===== src/rtl/des_pkg.sv =====
// Shared DES constants: permutation tables, S-boxes, key rotation schedule,
// FSM state encoding and the bit-permutation helpers used by the core.
package des_pkg;

  localparam int BLOCK_W  = 64;
  localparam int KEY_W    = 56;
  localparam int SUBKEY_W = 48;

  typedef enum logic [1:0] {
    S_IDLE = 2'd0,
    S_BUSY = 2'd1,
    S_DONE = 2'd2
  } des_state_e;

  // Table entries are 1-based DES bit numbers, DES bit 1 being the MSB.
  localparam int IP_T [64] = '{
    58, 50, 42, 34, 26, 18, 10, 2,  60, 52, 44, 36, 28, 20, 12, 4,
    62, 54, 46, 38, 30, 22, 14, 6,  64, 56, 48, 40, 32, 24, 16, 8,
    57, 49, 41, 33, 25, 17,  9, 1,  59, 51, 43, 35, 27, 19, 11, 3,
    61, 53, 45, 37, 29, 21, 13, 5,  63, 55, 47, 39, 31, 23, 15, 7};

  localparam int FP_T [64] = '{
    40, 8, 48, 16, 56, 24, 64, 32,  39, 7, 47, 15, 55, 23, 63, 31,
    38, 6, 46, 14, 54, 22, 62, 30,  37, 5, 45, 13, 53, 21, 61, 29,
    36, 4, 44, 12, 52, 20, 60, 28,  35, 3, 43, 11, 51, 19, 59, 27,
    34, 2, 42, 10, 50, 18, 58, 26,  33, 1, 41,  9, 49, 17, 57, 25};

  localparam int E_T [48] = '{
    32,  1,  2,  3,  4,  5,   4,  5,  6,  7,  8,  9,
     8,  9, 10, 11, 12, 13,  12, 13, 14, 15, 16, 17,
    16, 17, 18, 19, 20, 21,  20, 21, 22, 23, 24, 25,
    24, 25, 26, 27, 28, 29,  28, 29, 30, 31, 32,  1};

  localparam int P_T [32] = '{
    16,  7, 20, 21, 29, 12, 28, 17,   1, 15, 23, 26,  5, 18, 31, 10,
     2,  8, 24, 14, 32, 27,  3,  9,  19, 13, 30,  6, 22, 11,  4, 25};

  localparam int PC1_T [56] = '{
    57, 49, 41, 33, 25, 17,  9,   1, 58, 50, 42, 34, 26, 18,
    10,  2, 59, 51, 43, 35, 27,  19, 11,  3, 60, 52, 44, 36,
    63, 55, 47, 39, 31, 23, 15,   7, 62, 54, 46, 38, 30, 22,
    14,  6, 61, 53, 45, 37, 29,  21, 13,  5, 28, 20, 12,  4};

  localparam int PC2_T [48] = '{
    14, 17, 11, 24,  1,  5,   3, 28, 15,  6, 21, 10,
    23, 19, 12,  4, 26,  8,  16,  7, 27, 20, 13,  2,
    41, 52, 31, 37, 47, 55,  30, 40, 51, 45, 33, 48,
    44, 49, 39, 56, 34, 53,  46, 42, 50, 36, 29, 32};

  // Flattened S-boxes: index = box*64 + row*16 + column.
  localparam int SBOX [512] = '{
    14, 4, 13, 1, 2, 15, 11, 8, 3, 10, 6, 12, 5, 9, 0, 7,
    0, 15, 7, 4, 14, 2, 13, 1, 10, 6, 12, 11, 9, 5, 3, 8,
    4, 1, 14, 8, 13, 6, 2, 11, 15, 12, 9, 7, 3, 10, 5, 0,
    15, 12, 8, 2, 4, 9, 1, 7, 5, 11, 3, 14, 10, 0, 6, 13,
    15, 1, 8, 14, 6, 11, 3, 4, 9, 7, 2, 13, 12, 0, 5, 10,
    3, 13, 4, 7, 15, 2, 8, 14, 12, 0, 1, 10, 6, 9, 11, 5,
    0, 14, 7, 11, 10, 4, 13, 1, 5, 8, 12, 6, 9, 3, 2, 15,
    13, 8, 10, 1, 3, 15, 4, 2, 11, 6, 7, 12, 0, 5, 14, 9,
    10, 0, 9, 14, 6, 3, 15, 5, 1, 13, 12, 7, 11, 4, 2, 8,
    13, 7, 0, 9, 3, 4, 6, 10, 2, 8, 5, 14, 12, 11, 15, 1,
    13, 6, 4, 9, 8, 15, 3, 0, 11, 1, 2, 12, 5, 10, 14, 7,
    1, 10, 13, 0, 6, 9, 8, 7, 4, 15, 14, 3, 11, 5, 2, 12,
    7, 13, 14, 3, 0, 6, 9, 10, 1, 2, 8, 5, 11, 12, 4, 15,
    13, 8, 11, 5, 6, 15, 0, 3, 4, 7, 2, 12, 1, 10, 14, 9,
    10, 6, 9, 0, 12, 11, 7, 13, 15, 1, 3, 14, 5, 2, 8, 4,
    3, 15, 0, 6, 10, 1, 13, 8, 9, 4, 5, 11, 12, 7, 2, 14,
    2, 12, 4, 1, 7, 10, 11, 6, 8, 5, 3, 15, 13, 0, 14, 9,
    14, 11, 2, 12, 4, 7, 13, 1, 5, 0, 15, 10, 3, 9, 8, 6,
    4, 2, 1, 11, 10, 13, 7, 8, 15, 9, 12, 5, 6, 3, 0, 14,
    11, 8, 12, 7, 1, 14, 2, 13, 6, 15, 0, 9, 10, 4, 5, 3,
    12, 1, 10, 15, 9, 2, 6, 8, 0, 13, 3, 4, 14, 7, 5, 11,
    10, 15, 4, 2, 7, 12, 9, 5, 6, 1, 13, 14, 0, 11, 3, 8,
    9, 14, 15, 5, 2, 8, 12, 3, 7, 0, 4, 10, 1, 13, 11, 6,
    4, 3, 2, 12, 9, 5, 15, 10, 11, 14, 1, 7, 6, 0, 8, 13,
    4, 11, 2, 14, 15, 0, 8, 13, 3, 12, 9, 7, 5, 10, 6, 1,
    13, 0, 11, 7, 4, 9, 1, 10, 14, 3, 5, 12, 2, 15, 8, 6,
    1, 4, 11, 13, 12, 3, 7, 14, 10, 15, 6, 8, 0, 5, 9, 2,
    6, 11, 13, 8, 1, 4, 10, 7, 9, 5, 0, 15, 14, 2, 3, 12,
    13, 2, 8, 4, 6, 15, 11, 1, 10, 9, 3, 14, 5, 0, 12, 7,
    1, 15, 13, 8, 10, 3, 7, 4, 12, 5, 6, 11, 0, 14, 9, 2,
    7, 11, 4, 1, 9, 12, 14, 2, 0, 6, 10, 13, 15, 3, 5, 8,
    2, 1, 14, 7, 4, 10, 8, 13, 15, 12, 9, 0, 3, 5, 6, 11};

  // Decrypt rotates right starting from the PC1 output, walking K16 down to K1.
  localparam logic [1:0] ENC_SHIFT [16] = '{
    2'd1, 2'd1, 2'd2, 2'd2, 2'd2, 2'd2, 2'd2, 2'd2,
    2'd1, 2'd2, 2'd2, 2'd2, 2'd2, 2'd2, 2'd2, 2'd1};
  localparam logic [1:0] DEC_SHIFT [16] = '{
    2'd0, 2'd1, 2'd2, 2'd2, 2'd2, 2'd2, 2'd2, 2'd2,
    2'd1, 2'd2, 2'd2, 2'd2, 2'd2, 2'd2, 2'd2, 2'd1};

  function automatic logic [63:0] perm_ip(input logic [63:0] x);
    logic [63:0] y;
    for (int i = 0; i < 64; i++) y[6'(63 - i)] = x[6'(64 - IP_T[i])];
    return y;
  endfunction

  function automatic logic [63:0] perm_fp(input logic [63:0] x);
    logic [63:0] y;
    for (int i = 0; i < 64; i++) y[6'(63 - i)] = x[6'(64 - FP_T[i])];
    return y;
  endfunction

  function automatic logic [55:0] perm_pc1(input logic [63:0] x);
    logic [55:0] y;
    for (int i = 0; i < 56; i++) y[6'(55 - i)] = x[6'(64 - PC1_T[i])];
    return y;
  endfunction

  function automatic logic [47:0] perm_pc2(input logic [55:0] x);
    logic [47:0] y;
    for (int i = 0; i < 48; i++) y[6'(47 - i)] = x[6'(56 - PC2_T[i])];
    return y;
  endfunction

  function automatic logic [47:0] perm_e(input logic [31:0] x);
    logic [47:0] y;
    for (int i = 0; i < 48; i++) y[6'(47 - i)] = x[5'(32 - E_T[i])];
    return y;
  endfunction

  function automatic logic [31:0] perm_p(input logic [31:0] x);
    logic [31:0] y;
    for (int i = 0; i < 32; i++) y[5'(31 - i)] = x[5'(32 - P_T[i])];
    return y;
  endfunction

  function automatic logic [31:0] feistel(input logic [31:0] r, input logic [47:0] k);
    logic [47:0] x;
    logic [31:0] s;
    logic [5:0]  b;
    logic [8:0]  idx;
    x = perm_e(r) ^ k;
    s = '0;
    for (int i = 0; i < 8; i++) begin
      b   = 6'(x >> (42 - 6 * i));
      idx = 9'(i * 64) + {3'b000, b[5], b[0], 4'b0000} + {5'b00000, b[4:1]};
      s   = {s[27:0], 4'(SBOX[idx])};
    end
    return perm_p(s);
  endfunction

  function automatic logic [27:0] rot28(input logic [27:0] x, input logic [1:0] sh,
                                        input logic right);
    logic [27:0] y;
    case ({right, sh})
      3'b001:  y = {x[26:0], x[27]};
      3'b010:  y = {x[25:0], x[27:26]};
      3'b101:  y = {x[0], x[27:1]};
      3'b110:  y = {x[1:0], x[27:2]};
      default: y = x;
    endcase
    return y;
  endfunction

endpackage


===== src/rtl/des_round.sv =====
// One combinational DES Feistel round including its key-schedule rotation step.
module des_round
  import des_pkg::*;
(
  input  logic [31:0] i_l,
  input  logic [31:0] i_r,
  input  logic [27:0] i_c,
  input  logic [27:0] i_d,
  input  logic        i_decrypt,
  input  logic [3:0]  i_round,
  output logic [31:0] o_l,
  output logic [31:0] o_r,
  output logic [27:0] o_c,
  output logic [27:0] o_d
);

  logic [1:0]  w_shift;
  logic [47:0] w_subkey;

  assign w_shift  = i_decrypt ? DEC_SHIFT[i_round] : ENC_SHIFT[i_round];
  assign o_c      = rot28(i_c, w_shift, i_decrypt);
  assign o_d      = rot28(i_d, w_shift, i_decrypt);
  assign w_subkey = perm_pc2({o_c, o_d});
  assign o_l      = i_r;
  assign o_r      = i_l ^ feistel(i_r, w_subkey);

endmodule


===== src/rtl/des_iter_core.sv =====
// Iterative DES engine, ROUNDS_PER_CYCLE chained rounds per clock.
// Optional key parity checking (out_err) is enabled by defining DES_PARITY_CHECK_EN.
module des_iter_core
  import des_pkg::*;
#(
  parameter int ROUNDS_PER_CYCLE = 1
) (
  input  logic        clk,
  input  logic        rst_n,
  input  logic        in_valid,
  output logic        in_ready,
  input  logic [63:0] in_data,
  input  logic [63:0] in_key,
  input  logic        in_decrypt,
  output logic        out_valid,
  input  logic        out_ready,
  output logic [63:0] out_data,
`ifdef DES_PARITY_CHECK_EN
  output logic        out_err,
`endif
  output logic [1:0]  dbg_state
);

  localparam logic [4:0] STEP = 5'(ROUNDS_PER_CYCLE);

  // Handshake: a transfer happens on a rising edge where valid and ready are both
  // high; valid never waits on ready, and out_data is held while out_valid is high.
  des_state_e  r_state;
  logic [31:0] r_l, r_r;
  logic [27:0] r_c, r_d;
  logic        r_mode;
  logic [4:0]  r_cnt;
  logic [63:0] r_out;

  logic [63:0] w_ip;
  logic [55:0] w_pc1;
  logic        w_accept;
  logic [4:0]  w_cnt_next;

  logic [31:0] w_l [ROUNDS_PER_CYCLE+1];
  logic [31:0] w_r [ROUNDS_PER_CYCLE+1];
  logic [27:0] w_c [ROUNDS_PER_CYCLE+1];
  logic [27:0] w_d [ROUNDS_PER_CYCLE+1];

  assign w_ip       = perm_ip(in_data);
  assign w_pc1      = perm_pc1(in_key);
  assign in_ready   = (r_state == S_IDLE) && rst_n;
  assign w_accept   = in_valid && in_ready;
  assign w_cnt_next = r_cnt + STEP;
  assign out_valid  = (r_state == S_DONE);
  assign out_data   = r_out;
  assign dbg_state  = r_state;

  assign w_l[0] = r_l;
  assign w_r[0] = r_r;
  assign w_c[0] = r_c;
  assign w_d[0] = r_d;

  for (genvar g = 0; g < ROUNDS_PER_CYCLE; g++) begin : g_round
    des_round u_round (
      .i_l       (w_l[g]),
      .i_r       (w_r[g]),
      .i_c       (w_c[g]),
      .i_d       (w_d[g]),
      .i_decrypt (r_mode),
      .i_round   (r_cnt[3:0] + 4'(g)),
      .o_l       (w_l[g+1]),
      .o_r       (w_r[g+1]),
      .o_c       (w_c[g+1]),
      .o_d       (w_d[g+1])
    );
  end

  always_ff @(posedge clk) begin
    if (!rst_n) begin
      r_state <= S_IDLE;
      r_l     <= '0;
      r_r     <= '0;
      r_c     <= '0;
      r_d     <= '0;
      r_mode  <= 1'b0;
      r_cnt   <= '0;
      r_out   <= '0;
    end else begin
      case (r_state)
        S_IDLE: begin
          if (w_accept) begin
            r_l     <= w_ip[63:32];
            r_r     <= w_ip[31:0];
            r_c     <= w_pc1[55:28];
            r_d     <= w_pc1[27:0];
            r_mode  <= in_decrypt;
            r_cnt   <= '0;
            r_state <= S_BUSY;
          end
        end
        S_BUSY: begin
          r_l   <= w_l[ROUNDS_PER_CYCLE];
          r_r   <= w_r[ROUNDS_PER_CYCLE];
          r_c   <= w_c[ROUNDS_PER_CYCLE];
          r_d   <= w_d[ROUNDS_PER_CYCLE];
          r_cnt <= w_cnt_next;
          // Final swap: FP is applied to R16 || L16.
          if (w_cnt_next == 5'd16) begin
            r_out   <= perm_fp({w_r[ROUNDS_PER_CYCLE], w_l[ROUNDS_PER_CYCLE]});
            r_state <= S_DONE;
          end
        end
        S_DONE: begin
          if (out_ready) r_state <= S_IDLE;
        end
        default: r_state <= S_IDLE;
      endcase
    end
  end

`ifdef DES_PARITY_CHECK_EN
  logic w_par_err;
  logic r_err;

  // DES keys use odd parity per byte; any even byte flags the key.
  always_comb begin
    w_par_err = 1'b0;
    for (int b = 0; b < 8; b++) w_par_err = w_par_err | ~(^8'(in_key >> (8 * b)));
  end

  always_ff @(posedge clk) begin
    if (!rst_n)        r_err <= 1'b0;
    else if (w_accept) r_err <= w_par_err;
  end

  assign out_err = r_err;
`endif

endmodule


===== config.mk =====
export PLATFORM = sky130hd
export DESIGN_NAME = des_iter_core
export DESIGN_NICKNAME = d
export VERILOG_FILES = /design/src/rtl/des_pkg.sv /design/src/rtl/des_round.sv /design/src/rtl/des_iter_core.sv
export SDC_FILE = /design/constraint.sdc
export NUM_CORES = 1
export LEC_CHECK = 0
export BUFFER_PORTS_ARGS = -buffer_cell sky130_fd_sc_hd__clkbuf_2
export CORE_ASPECT_RATIO = 0.8
export CORE_UTILIZATION = 48
export DETAILED_ROUTE_END_ITERATION = 6
export HOLD_SLACK_MARGIN = 0.06
export PLACE_DENSITY = 0.75
export SETUP_SLACK_MARGIN = 0.3
export SLEW_MARGIN = 20
export SYNTH_ARGS = -nofsm -noshare
export SYNTH_HDL_FRONTEND = slang
export SYNTH_HIERARCHICAL = 1
export SYNTH_SLANG_ARGS = --single-unit

===== constraint.sdc =====
create_clock -name clk -period 4.35 [get_ports clk]
set_clock_uncertainty 0.05 [all_clocks]
set_input_delay 0.2175 -clock clk [delete_from_list [all_inputs] [get_ports clk]]
set_output_delay 0.2175 -clock clk [all_outputs]
set_load 0.02 [all_outputs]

Yosys cells after proc, flatten, opt, wreduce, memory -nomap -nowiden
Memories as Yosys holds them, arrays and structs flattened.
Cells that the tools add are included.
{ "word_totals": {"register_bits": 116, "romBits": 65600, "in_bits": 133, "out_inout_bits": 68, "elab_cells": 80, "n_memories": 6} }
{ "memory_table": {"columns": ["memory", "words", "width", "read_ports", "rd_clocked_by_memory_dff", "write_ports", "line", "source"], "rows": [
  ["(name not given)", 512, 32, 1, 0, 0, "des_pkg.sv:139", "s = {s[27:0], 4'(SBOX[idx])};"],
  ["(name not given)", 512, 32, 1, 0, 0, "des_pkg.sv:139", null],
  ["(name not given)", 512, 32, 1, 0, 0, "des_pkg.sv:139", null],
  ["(name not given)", 512, 32, 1, 0, 0, "des_pkg.sv:139", null],
  ["(name not given)", 16, 2, 1, 0, 0, "des_round.sv:20", "assign w_shift = i_decrypt ? DEC_SHIFT[i_round] : ENC_SHIFT[i_round];"],
  ["(name not given)", 16, 2, 1, 0, 0, "des_round.sv:20", null]
]} }
{ "classes": {"add_sub_neg": 9, "magnitude_cmp": 5, "n_eq_ne": 11, "n_mux": 25, "bitwise_logic": 7, "reduce_logical": 9} }
{ "ops": {"columns": ["operator", "n"], "rows": [
  ["$pmux 28 s4", 1],
  ["$mux 32", 2],
  ["$pmux 32 s2", 1],
  ["$pmux 28 s2", 1],
  ["$ge 10x10->1 const B", 4],
  ["$not 9->10", 4],
  ["$add 9x4->9", 4],
  ["$xor 32x32->32", 1],
  ["$mux 28", 1],
  ["$xor 24x24->24", 1],
  ["$mux 2", 10],
  ["$add 9x6->9 const A", 2],
  ["$mux 3", 4],
  ["$pmux 5 s2", 1],
  ["$add 8x7->9 const A", 1],
  ["$add 7x7->8 const A", 1],
  ["$mux 4", 2],
  ["$eq 3x3->1 const B", 2],
  ["$pmux 2 s3", 1],
  ["$reduce_and 2->1", 3],
  ["$reduce_and 3->1", 2],
  ["$add 5x1->5 const B", 1],
  ["$eq 5x5->1 const B", 1],
  ["$ge 5x5->1 const B", 1],
  ["12 further kinds", 14]
]} }

Longest topological paths before layout
Gate-level depths: netlist (run 1).
{ "depth": {"depth_word": 16, "mapped_depth": 21, "mapped_depth_nobuf": 18} }

Modules after synthesis
Netlist (run 1), hierarchy kept.
{ "by_module_without_submodules": {"columns": ["mod", "instances", "cells_per_inst", "area_each_um2", "seq_area_each_um2"], "rows": [
  ["des_iter_core", 1, 672, 6059.6, 2882.8],
  ["des_round", 1, 681, 4606.9, 0.0]
]} }

Least setup slack after synthesis (run 1)
Ideal clock, no wire load.
{ "synth_path": {"path_kind": "reg-to-reg", "from": "register r_cnt[2]", "to": "register r_r[3]", "arrival_time_ns": 4.106, "required_time_ns": 4.182, "slack_ns": 0.075, "stages_incl_launch_ff": 22, "path_buffers": 3, "period_less_slack_ns": 4.275, "cell_sequence": "dfxtp_1 -> buf_2 -> buf_2 -> a211o_1 -> buf_2 -> a31oi_1 -> a31oi_1 -> a221oi_2 -> xor2_1 -> inv_1 -> ha_1 -> inv_1 -> mux2i_1 -> nor3_1 -> a21oi_1 -> o21ai_0 -> a2111oi_0 -> nor2_1 -> o32ai_1 -> xor2_1 -> a22oi_1 -> nor2b_1"} }
{ "synth_rtl": {"columns": ["item", "line", "source"], "rows": [
  ["from (decl)", "des_iter_core.sv:32", "logic [4:0] r_cnt;"],
  ["from (signal assigned)", "des_iter_core.sv:102", "r_cnt <= w_cnt_next;"],
  ["to (signal assigned)", "des_iter_core.sv:89", "r_r <= w_ip[31:0];"],
  ["to (signal assigned)", "des_iter_core.sv:99", "r_r <= w_r[ROUNDS_PER_CYCLE];"],
  ["to (decl)", "des_iter_core.sv:29", "logic [31:0] r_l, r_r;"]
]} }

==> flow_summary.toml, run 1 <==
[drt]
drt.antenna.violating_nets = 0
routed_wl_um = 19400
avgRoutedWirePerCell_um = 16.4
drt-initial-drc-count = 686
num_vias = 7005
drc = 0
routed_via_density = 5.92
firstDrtPassIters = 7

[min_path]
holdPathEnd = "r_mode"
holdPathStages = 2
worstHoldStart = "in_valid"
hold_class = "primary input to flop"

[global_route]
grt_start_max_net_pins = 100
grt_pass1_wl_um = 30200
grtUsageTotal = 0.236
antenna_found_initial = 0
grt_pass1_vias = 5773
overflow = 0

[timing]
setup_ws_ns = 0.503
worst_slew_pin_slew_ns = 0.915
clock.fmax_mhz = 260
rsz0062_at_grt = "true"
finalSetupTns_ns = 0
slew_violations = 0
fin_crit_ns = 3.85
setup_violations = 0
hold_viol_final = 0
period_share = 0.884
slew_headroom = 0.390

[critical_path]
arrival_ns = 4.10
reg2reg_from = "r_cnt[1]"
critPathCaptureType = "flop"
worst-path-max-fanout = 12
r2r_cells = 17
worst_ep_required_time_ns = 4.60
crit_type = "flop to flop"
rrSetupSlack_ns = 0.50
crit_path_start_kind = "flop"
r2r_end = "r_r[5]"

[logic_synthesis]
yosysWarnings = 6
syn_inst = 975
netlist_area_mm2 = 0.00748
syn_avg_cell_area_um2 = 7.67

[status]
outcome = "complete, no violations"

[finish]
diodes = 0
final_area_mm2 = 0.00790
finalNetCount = 1125
fillers = 1455
syn_to_final_growth_pct = 5.60
drive_gt1_frac = 0.161
multi_input_area_mm2 = 0.00488
seqCellArea_mm2 = 0.00168

[job]
drv_cap = 0

[place]
place_ws_ns = 0.216
gp_congestion = 0.949
io_buffers = 52
dpl_cell_area_mm2 = 0.00743
dp_hpwl_um = 13500

[floorplanning]
rows = 40
die_w_um = 142
io_pins = 201
fp.coreArea_mm2 = 0.0151
dieArea_mm2 = 0.0161
start_util = 0.495
die_y_um = 114

[pwr]
pwr-share-clk = 0.303
p_leak_nw = 3.49
power_switching_mw = 0.998
p_int_mw = 1.59
power_density_mw_per_mm2 = 328
pwr-share-seq = 0.339
p_comb_frac = 0.359
switching_share = 0.385
max-vdd-ir-drop_mv = 0.183

[clock_network]
cts.sinks = 83
cts_tree = "built"
root_buffer = "clkbuf_16"
numCtsBuffers = 9
cts_htree_levels = 3
clk_pin_slew_ns = 0.08
cts_max_path_buffers = 2
clock_latency_ns = 0.35
-- cell type report --
type | instances | share of cell area
multi-input cells | 739 | 0.618
flip-flops and latches | 83 | 0.212
repair buffers | 97 | 0.0790
well taps | 210 | 0.0333
clock buffers | 9 | 0.0285
inverters | 38 | 0.0187
clock inverters | 7 | 0.00998
-- routing by layer --
metal,vias to the layer above,track usage,part of all wire
li1,3291,-,-
met1,3304,0.354,0.47
met2,361,0.335,0.41
met3,49,0.0533,0.097
met4,0,0.0595,0.021
met5,-,0,0
-- through the flow --
step / hold slack [ns] / total power [mW] / util / cells
floorplan: 0.313 / 1.64 / - / 1038
global placement: 0.393 / 1.75 / 0.491 / 1159
detailed placement: 0.397 / 1.77 / 0.491 / 1159
CTS: 0.114 / 2.56 / 0.513 / 1176
global route: 0.140 / 2.73 / 0.523 / 1183
finish: 0.123 / 2.59 / 0.523 / 1183
-- worst max-delay path by stage --
stage | from | end
floorplan | r_cnt[2] | r_r[3]
global placement | r_cnt[2] | r_r[3]
detailed placement | r_cnt[2] | r_r[3]
CTS | r_cnt[2] | r_r[3]
global route | r_cnt[1] | r_r[3]
finish | r_cnt[1] | r_r[5]
-- sequential cells by signal (all words and copies together), names as in the netlist --
signal	flops
r_mode	1
r_d	28
r_r	24
r_cnt	5
dbg_state	2
r_l	7
out_data	16
-- placed cells by master (no fill, tap or decap), types with 6 or more instances in the layout --
cell / n
nand2_1: 132
a21oi_1: 37
dfxtp_1: 79
xnor2_1: 13
a32o_1: 6
o21ai_0: 36
clkbuf_2: 51
o22ai_1: 6
a22oi_1: 33
a21boi_1: 7
conb_1: 65
xor2_1: 14
nand3_1: 54
mux2i_1: 31
nor2_1: 39
or3_1: 6
nor3_1: 16
nand2b_1: 6
clkbuf_16: 9
a31oi_1: 14
nor2b_1: 30
o211a_1: 32
buf_4: 41
ha_1: 23
o211ai_1: 16
inv_1: 36
a32oi_1: 6
-- worst max-delay path, cell delays in order, from the launching register on --
cell,delay (ns)
dfxtp_4,0.40
or3b_4,0.45
buf_12,0.15
nor2_4,0.11
buf_4,0.17
buf_4,0.23
o211ai_1,0.30
xor2_1,0.25
inv_1,0.10
ha_1,0.34
inv_1,0.08
mux2i_1,0.12
a221o_1,0.33
a22oi_1,0.23
xor2_1,0.18
nand2_1,0.06
nand3_1,0.10
o211a_1,0.14
-- power groups by stage --
stage / Combinational, mW / Sequential, mW / Clock [mW]
2_1_floorplan: 0.780 / 0.862 / 0
3_3_place_gp: 0.867 / 0.888 / 0
3_5_place_dp: 0.881 / 0.890 / 0
4_1_cts: 0.891 / 0.874 / 0.795
5_1_grt: 1.02 / 0.880 / 0.833
6_report: 0.929 / 0.877 / 0.784
-- timing repair --
action | 4_1_cts | 5_1_grt
cloned | 0 | 0
buffers inserted | 0 | 6
endpoints found under the hold margin | 1 | 0
resized for setup | 3 | 18
hold buffers | 1 | 0
setup endpoints to repair | 3 | 7
pin swaps | 0 | 6
Note: power is estimated with default switching activity, not from simulation.
==> run 2: changes to the inputs <==
CORE_ASPECT_RATIO = not set   (was 0.8)
CORE_UTILIZATION = not set   (was 48)
PLACE_DENSITY = not set   (was 0.75)
RECOVER_POWER = 100   (was not set)
SYNTH_HIERARCHICAL = not set   (was 1)
==> flow_summary.toml, run 2 <==
[status]
outcome = "stopped before the end"
tool.error = "ERROR: TCL interpreter returned an error: Source files actually used in the design:"
haltStage = "synthesis (1_2_yosys)"

[logic_synthesis]
yosysWarnings = 0
